--- config.mk ---
export PLATFORM = sky130hd
export DESIGN_NAME = char_seq_match
export DESIGN_NICKNAME = d
export VERILOG_FILES = /design/src/rtl/char_seq_match.sv
export SDC_FILE = /design/constraint.sdc
export NUM_CORES = 1
export LEC_CHECK = 0
export CAP_MARGIN = 20
export CORE_MARGIN = 8
export CORE_UTILIZATION = 48
export CTS_BUF_LIST = sky130_fd_sc_hd__clkbuf_4
export CTS_CLUSTER_DIAMETER = 120
export CTS_CLUSTER_SIZE = 40
export DETAILED_ROUTE_END_ITERATION = 10
export GPL_ROUTABILITY_DRIVEN = 0
export PLACE_DENSITY = 0.66
export SETUP_SLACK_MARGIN = 0.4
export SLEW_MARGIN = 20
export SYNTH_ARGS = -nofsm -noshare
export SYNTH_HDL_FRONTEND = slang
export SYNTH_SLANG_ARGS = --single-unit
--- constraint.sdc ---
create_clock -name clk -period 12.2 [get_ports clk]
set_input_delay 1.83 -clock clk [delete_from_list [all_inputs] [get_ports clk]]
set_output_delay 1.83 -clock clk [all_outputs]
set_load 0.01 [all_outputs]
--- src/rtl/char_seq_match.sv ---
// Streaming pattern matcher: finds the first occurrence of a programmable pattern
// (with '.' wildcards) in a character stream. Define CHAR_CASE_FOLD_EN for case-insensitive letters.
module char_seq_match #(
  parameter int CHAR_W  = 8,
  parameter int MAX_LEN = 8,
  parameter int IDX_W   = 3,
  parameter int POS_W   = 16
) (
  input  logic              clk,
  input  logic              reset,
  input  logic              cfg_we,
  input  logic [IDX_W-1:0]  cfg_addr,
  input  logic [CHAR_W-1:0] cfg_char,
  input  logic [IDX_W:0]    cfg_len,
  input  logic              start,
  input  logic              x_valid,
  input  logic [CHAR_W-1:0] x,
  input  logic              x_last,
  output logic              busy,
  output logic              rdy,
  output logic              y,
  output logic [POS_W-1:0]  match_pos
);

  // Handshake: x is consumed on every SCAN cycle with x_valid=1 (no backpressure).
  // rdy is a level held in DONE; y and match_pos are valid whenever rdy=1 and
  // stay put until the next start or reset.

  localparam int LEN_W = IDX_W + 1;
  localparam logic [CHAR_W-1:0] WILDCARD = CHAR_W'(8'h2E);
  localparam logic [POS_W-1:0]  POS_MAX  = '1;

  typedef enum logic [1:0] {IDLE, SCAN, DONE} state_t;

  state_t state_q, state_d;

  logic [CHAR_W-1:0] pat_q [MAX_LEN];
  logic [CHAR_W-1:0] win_q [MAX_LEN];
  logic [CHAR_W-1:0] win_d [MAX_LEN];
  logic [LEN_W-1:0]  len_q, len_start, fill_q;
  logic [POS_W-1:0]  pos_q, match_pos_q;
  logic              y_q, hit;

`ifdef CHAR_CASE_FOLD_EN
  function automatic logic is_letter(input logic [CHAR_W-1:0] c);
    return (c >= CHAR_W'(8'h41) && c <= CHAR_W'(8'h5A)) ||
           (c >= CHAR_W'(8'h61) && c <= CHAR_W'(8'h7A));
  endfunction
`endif

  function automatic logic char_match(input logic [CHAR_W-1:0] s,
                                      input logic [CHAR_W-1:0] p);
    if (p == WILDCARD) return 1'b1;
`ifdef CHAR_CASE_FOLD_EN
    // Upper/lower case letters differ only in bit 5.
    if (is_letter(s) && is_letter(p))
      return (s | CHAR_W'(8'h20)) == (p | CHAR_W'(8'h20));
`endif
    return s == p;
  endfunction

  assign len_start = (int'(cfg_len) > MAX_LEN) ? LEN_W'(MAX_LEN) : cfg_len;

  // Candidate window with the incoming character at index 0.
  always_comb begin
    win_d[0] = x;
    for (int k = 1; k < MAX_LEN; k++) win_d[k] = win_q[k-1];
    hit = (int'(fill_q) + 1 >= int'(len_q));
    for (int k = 0; k < MAX_LEN; k++) begin
      if (k < int'(len_q)) begin
        if (!char_match(win_d[k], pat_q[IDX_W'(int'(len_q) - 1 - k)])) hit = 1'b0;
      end
    end
  end

  always_ff @(posedge clk) begin
    if (reset) state_q <= IDLE;
    else       state_q <= state_d;
  end

  always_comb begin
    state_d = state_q;
    case (state_q)
      IDLE: if (start) state_d = (len_start == '0) ? DONE : SCAN;
      SCAN: begin
        if (start)                           state_d = (len_start == '0) ? DONE : SCAN;
        else if (x_valid && (hit || x_last)) state_d = DONE;
      end
      DONE: if (start) state_d = (len_start == '0) ? DONE : SCAN;
      default: state_d = IDLE;
    endcase
  end

  always_ff @(posedge clk) begin
    if (reset) begin
      for (int i = 0; i < MAX_LEN; i++) begin
        pat_q[i] <= '0;
        win_q[i] <= '0;
      end
      len_q       <= '0;
      fill_q      <= '0;
      pos_q       <= '0;
      y_q         <= 1'b0;
      match_pos_q <= '0;
    end else begin
      if (cfg_we && state_q != SCAN && int'(cfg_addr) < MAX_LEN)
        pat_q[cfg_addr] <= cfg_char;
      if (start) begin
        len_q       <= len_start;
        fill_q      <= '0;
        pos_q       <= '0;
        y_q         <= (len_start == '0);
        match_pos_q <= '0;
        for (int i = 0; i < MAX_LEN; i++) win_q[i] <= '0;
      end else if (state_q == SCAN && x_valid) begin
        win_q <= win_d;
        if (int'(fill_q) < MAX_LEN) fill_q <= fill_q + 1'b1;
        if (hit) begin
          y_q         <= 1'b1;
          match_pos_q <= pos_q;
        end else if (x_last) begin
          y_q         <= 1'b0;
          match_pos_q <= pos_q;
        end else if (pos_q != POS_MAX) begin
          pos_q <= pos_q + 1'b1;
        end
      end
    end
  end

  assign busy      = (state_q == SCAN);
  assign rdy       = (state_q == DONE);
  assign y         = y_q;
  assign match_pos = match_pos_q;

endmodule
Word level (Yosys, flattened, before mapping)
Memory sizes are Yosys's and may differ from the RTL's.
Cells that the tools add are included.
{"block": "classes", "add_sub_neg": 11, "n_mux": 76, "magnitude_cmp": 11, "n_bitwise": 2, "n_eq_ne": 22, "n_reduce_logical": 17}
{"operator": "two-way mux 1 bit", "n": 66}
{"operator": "== test 8 x 6 -> 1 bit, second input constant", "n": 8}
{"operator": "== test 8 bit", "n": 8}
{"operator": "two-way mux 16 bit", "n": 2}
{"operator": "adder 16 x 1 -> 16 bit, second input constant", "n": 1}
{"operator": "< comparator 3 x 4 -> 1 bit, first input constant", "n": 4}
{"operator": "inequality test 16 bit, second input constant", "n": 1}
{"operator": "subtractor 3 bit, second input constant", "n": 4}
{"operator": "< comparator 1 x 4 -> 1 bit, first input constant", "n": 2}
{"operator": "< comparator 2 x 4 -> 1 bit, first input constant", "n": 2}
{"operator": "two-way mux 2 bit", "n": 4}
{"operator": "two-way mux 8 bit", "n": 1}
{"operator": "AND reduction 2 bit", "n": 4}
{"operator": "OR reduction 8 bit", "n": 1}
{"operator": "subtractor 3 x 1 -> 3 bit, second input constant", "n": 2}
{"operator": "subtractor 3 x 2 -> 3 bit, second input constant", "n": 2}
{"operator": "adder 4 x 1 -> 5 bit, second input constant", "n": 1}
{"operator": "greater-or-equal comparator 5 x 4 -> 1 bit", "n": 1}
{"operator": "adder 4 x 1 -> 4 bit, second input constant", "n": 1}
{"operator": "> comparator 4 bit, second input constant", "n": 1}
{"operator": "logical NOT 4 bit", "n": 1}
{"operator": "< comparator 4 bit, second input constant", "n": 1}
{"operator": "two-way mux 4 bit", "n": 1}
{"operator": "inequality test 2 x 1 -> 1 bit, second input constant", "n": 2}
{"operator": "other kinds (13)", "n": 18}
{"block": "totals", "n_memories": 1, "elab_cells": 153, "ram_bits": 64, "register_bits": 99}
{"memory": "pat_q", "words": 8, "width": 8, "read_ports": 8, "rd_ports_with_merged_regs": 0, "wr": 8, "line_no": "37", "source": "logic [CHAR_W-1:0] pat_q [MAX_LEN];"}

Depth between registers and ports, before layout
Gate-level depths: netlist of the first run.
An unclocked memory read counts as a cell.
{"block": "logic_depth", "word_depth": 28, "depth_mapped": 20, "mapped_depth_nobuf": 12}

Worst setup path before layout of the first run
OpenSTA, ideal clock, no wires.
{"block": "synth_path", "kind": "reg2reg", "startpoint": "reg len_q[0]", "endpoint": "reg match_pos_q[10], in the netlist match_pos[10]", "setup_ns": 0.072, "period_less_slack_ns": 4.240, "n_path_buf": 7, "t_arrival_ns": 4.168, "required_time_ns": 12.128, "setup_slack_ns": 7.960, "stages_incl_launch_ff": 20, "cell_sequence": "dfxtp_1 > buf_4 > buf_4 > buf_4 > inv_1 > ha_1 > buf_2 > buf_6 > mux2_2 > mux4_2 > xor2_1 > nor4_1 > nand2_1 > a211oi_2 > nand3_1 > nor2_2 > o21a_1 > buf_6 > buf_12 > mux2i_1"}
{"block": "synth_via", "elab_chain_cells": 25, "elab_cells_between_ends": 85, "classes_between": "add/sub (8); order compare (9); eq/ne (16); mux (49); reduce/logical (2); memory (1)"}
{"item": "start: declaration", "line_no": "40", "source": "logic [LEN_W-1:0] len_q, len_start, fill_q;"}
{"item": "start signal: assignment", "line_no": "109", "source": "len_q <= len_start;"}
{"item": "branches (longest 22 deep; another with memory read (8 x 8 bit))"}
{"item": "two-way mux 1 bit *", "line_no": "70", "source": "if (k < int'(len_q)) begin"}
{"item": "nonzero test 2 bit (no source line)"}
{"item": "AND reduction 2 bit (no source line)"}
{"item": "end signal: assignment", "line_no": "120", "source": "match_pos_q <= pos_q;"}
{"item": "end signal: assignment", "line_no": "123", "source": "match_pos_q <= pos_q;"}
{"item": "end: declaration", "line_no": "41", "source": "logic [POS_W-1:0] pos_q, match_pos_q;"}
Every way passes the cells marked *. The select of a mux whose other input is x is not followed.
A chain may end at the register's enable or synchronous reset.

Worst setup path in the final report of the first run
{"block": "layout_path", "startpoint": "reg len_q[0]", "endpoint": "reg match_pos_q[1], in the netlist match_pos[1]"}
Same word-level chain as after synthesis.

==> results of run 1 <==
power breakdown:
part           total (uW)  switching [uW]  internal, uW
logic                 242             133           109
clock network         344             214           130
registers             595            17.3           578
cells in the final DEF (no fill, tap or decap), types with 3 or more instances in the layout:
cell type | Yosys | final
and3_1 | 4 | 4
nor3_1 | 5 | 5
ha_1 | 9 | 8
mux2i_1 | 97 | 97
nor4_1 | 15 | 15
o21a_1 | 4 | 4
o32ai_1 | 5 | 5
o21ai_1 | 7 | 7
nand3b_1 | 5 | 5
o31ai_1 | 5 | 5
clkbuf_4 | 0 | 18
nand2_1 | 172 | 171
or4_1 | 5 | 5
nand4_1 | 6 | 6
nor2b_1 | 4 | 4
mux4_2 | 58 | 58
inv_1 | 14 | 14
or2_2 | 9 | 9
nand2b_1 | 8 | 8
mux2_2 | 12 | 12
or3_1 | 8 | 8
nor3b_1 | 6 | 6
edfxtp_1 | 64 | 64
and2_1 | 67 | 66
buf_4 | 8 | 5
nor4bb_1 | 4 | 4
dfxtp_1 | 99 | 98
nor2_1 | 36 | 35
inv_6 | 0 | 5
a21oi_1 | 81 | 81
nor4_2 | 3 | 3
xnor2_1 | 70 | 70
clkdlybuf4s50_1 | 0 | 47
nand3_1 | 13 | 13
xor2_1 | 12 | 12
worst max-delay path by stage:
| stage | start | endpoint | slack [ps] | cells past startpoint |
|---|---|---|---|---|
| global placement | x_valid | pos_q[9] | 7110 | 7 |
| global route | len_q[0] | match_pos[12] | 6930 | 14 |
| detailed placement | x_valid | pos_q[9] | 7000 | 7 |
| floorplan | len_q[0] | match_pos[10] | 7960 | 19 |
| CTS | len_q[0] | match_pos[1] | 7040 | 13 |
| finish | len_q[0] | match_pos[1] | 7200 | 14 |
worst max-delay path, delay by kind of cell (launching register included):
kind            cells  cell delay, ps
flops               1             500
fa+ha+maj           1             300
buf+inv             3             830
compound gates      4            1500
mux                 2             700
simple gates        4            1040
sequential cells by signal, indices dropped and copies added, names as in the netlist:
register	cells
pat_q	64
pos_q	16
y	1
state_q	2
match_pos	16
fill_q	4
win_d	56
len_q	4
cells by family (layout without fill, tap and decap cells):
kind of cell    after synthesis  in the layout  synth area share
mux                         168            168             0.235
other cells                   0              1                 0
flops                       163            163             0.379
compound gates              128            128            0.0791
fa+ha+maj                     9              9            0.0109
simple gates                379            379             0.186
buf+inv                      71            101            0.0363
xor+xnor                     84             84            0.0740
layout make-up:
cell class | count | area [um^2]
fillers | 1911 | 9870
multi-input cells | 768 | 6050
flip-flops and latches | 163 | 3910
repair buffers | 54 | 547
well taps | 275 | 344
clock inverters | 14 | 166
clock buffers | 18 | 135
inverters | 15 | 56.3
diodes | 1 | 2.50
stage by stage:
| stage | setup WS, ps | util | cells | power, uW | hold slack [ps] |
|---|---|---|---|---|---|
| floorplan | 7960 | - | 1002 | 781 | 448 |
| global placement | 7110 | 0.516 | 1274 | 843 | 445 |
| detailed placement | 7000 | 0.516 | 1274 | 845 | 449 |
| CTS | 7040 | 0.530 | 1306 | 1190 | 473 |
| global route | 6930 | 0.532 | 1308 | 1230 | 502 |
| finish | 7200 | 0.532 | 1308 | 1180 | 469 |
metal layers:
metal  vias to the layer above  global-route usage  routed length [um]
li1                       3661                   -                   -
met1                      3825               0.300               12700
met2                       266               0.318               12500
met3                        40              0.0394                1680
met4                         0              0.0738                 707
met5                         -                   0                   0
==> impl_metrics.json, run 1 <==
{
  "cts_tree": "done",
  "worst_ep_arrival_time_ps": 5510,
  "max_clock_freq_mhz": 200,
  "path_max_fanout": 65,
  "finalSetupViolations": 0,
  "grt.total_usage": 0.212,
  "p_leak_uw": 0.00356,
  "skew_ps": 27.9,
  "min_path_cells": 2,
  "critPathKind": "register to register",
  "rsz0062_at_grt": "no",
  "crit_path_frequent_cell": "a21oi_1",
  "vdd_drop_max_uv": 81.5,
  "hold_viol": 0,
  "yosysWarnings": 0,
  "io_pins": 48,
  "rr_startpoint": "len_q[0]",
  "slew_violations": 0,
  "cts_resized": 0,
  "die_area_um2": 26400,
  "async_flop_share": 0,
  "num_vias": 7792,
  "yosys.cell_count.top_type": "nand2_1",
  "crit_chain": "inv_1 -> ha_4 -> buf_4 -> buf_16 -> mux4_2 -> nor3b_1 -> or3b_1 -> a21oi_1 -> a21oi_1 -> a22oi_1 -> nand3_1 -> nor2_2 -> o21a_1 -> mux2i_1",
  "yosys.area.top_type": "dfxtp_1",
  "min_period_over_period": 0.410,
  "htreeDepth": 4,
  "synthTopCellsByArea": "dfxtp_1 (19%), edfxtp_1 (19%), mux4_2 (13%)",
  "min_from": "match_pos[10]",
  "syn_area_per_cell_um2": 10.3,
  "hold_path.class": "register to register",
  "place_area_um2": 10900,
  "cts_setup_buffers": 0,
  "cts.root.buffer_cell": "clkbuf_4",
  "end_kind": "register",
  "grt_pass1_wl_mm": 43.1,
  "syn-num-nets": 1040,
  "power_density_nw_per_um2": 105,
  "rr_endpoint": "match_pos[1]",
  "netlist_area_um2": 10300,
  "cts.sinks": 163,
  "ys_types": 68,
  "drv_cap": 0,
  "synthTopCellsByCount": "nand2_1 (172), dfxtp_1 (99), mux2i_1 (97), a21oi_1 (81), xnor2_1 (70)",
  "worstHoldEndpoint": "match_pos[10]",
  "worstPathRequired_ps": 12710,
  "avgViaCountPerCell": 5.96,
  "tightestPinTransition_ps": 1070,
  "overflow": 0,
  "die_h_um": 163,
  "avgRoutedWirePerCell_um": 21.1,
  "final_area_um2": 11200,
  "rrSetupSlack_ps": 7200,
  "rows": 53,
  "clk-insertion-delay-late_ps": 580,
  "grt_max_degree": 93,
  "synth-seq-cells": 163,
  "slowest_delay_ps": 790,
  "drcViolationCount": 0,
  "holdBufCountCts": 0,
  "r2r_cells": 14,
  "grt_pass1_vias": 7270,
  "synth_edf_count": 64,
  "synthCells": 1002,
  "slew-limit-headroom": 0.287,
  "finalCriticalPeriod_ps": 5000,
  "cts_buffers": 17,
  "clockBufferDepth": 2,
  "initial_utilization": 0.489,
  "drt_wl_total_mm": 27.5,
  "num-nets-final": 1057,
  "slowest_stage": "o21a_1",
  "drive_above_1_share": 0.132,
  "synth-main-ff-cell": "dfxtp_1",
  "ys_seq_area_frac": 0.379,
  "syn_to_final_growth_pct": 8.75,
  "firstDrtPassIters": 5,
  "die_w_um": 163,
  "outcome": "completed",
  "core-area_um2": 21100,
  "portBuffers": 47,
  "clk_pin_slew_worst_paths_ps": 160,
  "fin_tns_setup_ps": 0,
  "initialDrtViolationCount": 581,
  "startpoint_type": "register",
  "postRouteAntennaNets": 0,
  "antenna_found_initial": 2,
  "synth_top_area_frac": 0.192,
  "dp_hpwl_mm": 20.9
}
No activity file was read; power rests on OpenSTA's default activity.
==> run 2, diff against run 1 <==
- clock period: 12.2 -> 4.8 ns (I/O delays scaled with it)
==> run 2 against run 1 <==
  * Clock power rose to 2.5 times the previous value
  * Critical endpoint is now match_pos[15]
  * Core utilization grew 0.43 points
  * Via count rose by 1.3%
  * Largest power group unchanged
  * Critical path type unchanged
  * Sequential cell count stayed put
  * Die area unchanged
==> impl_metrics.json, run 2 (synthesis results as in run 1) <==
{
  "grt.total_usage": 0.210,
  "clk-insertion-delay-late_ps": 570,
  "antenna_found_initial": 1,
  "postRouteAntennaNets": 0,
  "vdd_drop_max_uv": 230,
  "cts_tree": "done",
  "drcViolationCount": 0,
  "drt_wl_total_mm": 27.5,
  "hold_viol": 0,
  "max_clock_freq_mhz": 239,
  "syn_to_final_growth_pct": 9.62,
  "fin_tns_setup_ps": 0,
  "cts.root.buffer_cell": "clkbuf_4",
  "drive_above_1_share": 0.142,
  "startpoint_type": "register",
  "slowest_delay_ps": 560,
  "finalCriticalPeriod_ps": 4190,
  "switching_share": 0.310,
  "p_int_uw": 2070,
  "rsz0062_at_grt": "no",
  "firstDrtPassIters": 5,
  "clockBufferDepth": 2,
  "outcome": "completed",
  "cts_buffers": 17,
  "die_h_um": 163,
  "critPathKind": "register to register",
  "rows": 53,
  "initialDrtViolationCount": 620,
  "place_ws_ps": 624,
  "grt_max_degree": 93,
  "worstPathRequired_ps": 5280,
  "skew_ps": 34.6,
  "drv_cap": 0,
  "p_total_uw": 3010,
  "combPwrFrac": 0.209,
  "final_cell_mix": "nand2_1 (171), dfxtp_1 (98), mux2i_1 (97)",
  "final_common_cell": "nand2_1",
  "instances_no_fill": 1319,
  "initial_utilization": 0.489,
  "num-nets-final": 1068,
  "cts_setup_buffers": 0,
  "htreeDepth": 4,
  "largest-register": "pat_q",
  "p_leak_uw": 0.00362,
  "finalSetupViolations": 0,
  "slew-limit-headroom": 0.562,
  "fin_hold_ws_ps": 461,
  "die_w_um": 163,
  "setup_ws_ps": 612,
  "path_max_fanout": 92,
  "die_area_um2": 26400,
  "hold_path.class": "register to register",
  "grt_pass1_vias": 7261,
  "overflow": 0,
  "num_vias": 7896,
  "avgRoutedWirePerCell_um": 20.9,
  "avgViaCountPerCell": 5.99,
  "crit_path_frequent_cell": "mux2i_1",
  "tightestPinTransition_ps": 650,
  "power.switching_uw": 933,
  "core-area_um2": 21100,
  "min_period_over_period": 0.872,
  "cts.sinks": 163,
  "worst_ep_arrival_time_ps": 4670,
  "portBuffers": 47,
  "pwr-share-clk": 0.290,
  "dp_hpwl_mm": 21.0,
  "crit_chain": "inv_1 -> ha_4 -> buf_12 -> mux2_2 -> mux2i_1 -> mux2i_1 -> xnor2_1 -> o2111ai_1 -> o41ai_2 -> a21oi_1 -> nor2_2 -> o21a_1 -> buf_4 -> mux2i_1",
  "io_pins": 48,
  "slew_violations": 0,
  "grt_pass1_wl_mm": 42.8,
  "power_frac_seq": 0.501,
  "clk_pin_slew_worst_paths_ps": 130,
  "slowest_stage": "o41ai_2",
  "end_kind": "register",
  "power_density_nw_per_um2": 266,
  "dp.cells": 1286,
  "largest_reg_flops": 64
}
-- run 2: per-layer routing --
layer,GRT usage,share of wire
met5,0,0
met4,0.0680,0.024
met3,0.0463,0.071
met2,0.320,0.46
met1,0.293,0.45
-- run 2: worst max-delay path: cells and delay by family (launching register included) --
family | cells | cell delay, ps
buf+inv | 3 | 790
mux | 4 | 1040
xor+xnor | 1 | 310
flops | 1 | 440
compound gates | 4 | 1040
fa+ha+maj | 1 | 310
simple gates | 1 | 170
-- run 2: worst paths after layout --
| check | startpoint | to | slack (ps) | cells after the start |
|---|---|---|---|---|
| worst max register to register | len_q[1] | match_pos[15] | 610 | 14 |
| worst max-delay path | len_q[1] | match_pos[15] | 610 | 14 |
| worst min register to register | match_pos[12] | match_pos[12] | 460 | 2 |
| worst min-delay path | match_pos[12] | match_pos[12] | 460 | 2 |
-- run 2: cell type report --
class,count,area (um^2)
repair buffers,65,631
fillers,1914,9780
clock inverters,15,174
inverters,15,56.3
multi-input cells,768,6060
clock buffers,17,128
flip-flops and latches,163,3910
diodes,1,2.50
well taps,275,344
-- run 2: stage by stage --
| stage | utilization | instance area (um^2) |
|---|---|---|
| floorplan | - | 10300 |
| global placement | 0.521 | 11000 |
| detailed placement | 0.521 | 11000 |
| CTS | 0.535 | 11300 |
| global route | 0.536 | 11300 |
| finish | 0.536 | 11300 |
-- run 2: what timing repair did --
item                       CTS  global route
hold buffers                 0             0
setup endpoints to repair    0            22
resized for setup            0             3
-- run 2: power groups by stage --
| stage | Sequential [uW] | Combinational (uW) | Clock, uW |
|---|---|---|---|
| 6_report | 1510 | 628 | 871 |
| 5_1_grt | 1510 | 667 | 948 |
| 4_1_cts | 1510 | 620 | 891 |
| 3_5_place_dp | 1540 | 618 | 0 |
| 3_3_place_gp | 1540 | 610 | 0 |
| 2_1_floorplan | 1520 | 465 | 0 |
==> run 3, diff against run 2 <==
- SLEW_MARGIN: 20 -> default
==> results of run 3 <==
Same layout as run 2: the final DEF is identical, and so are final timing and power.
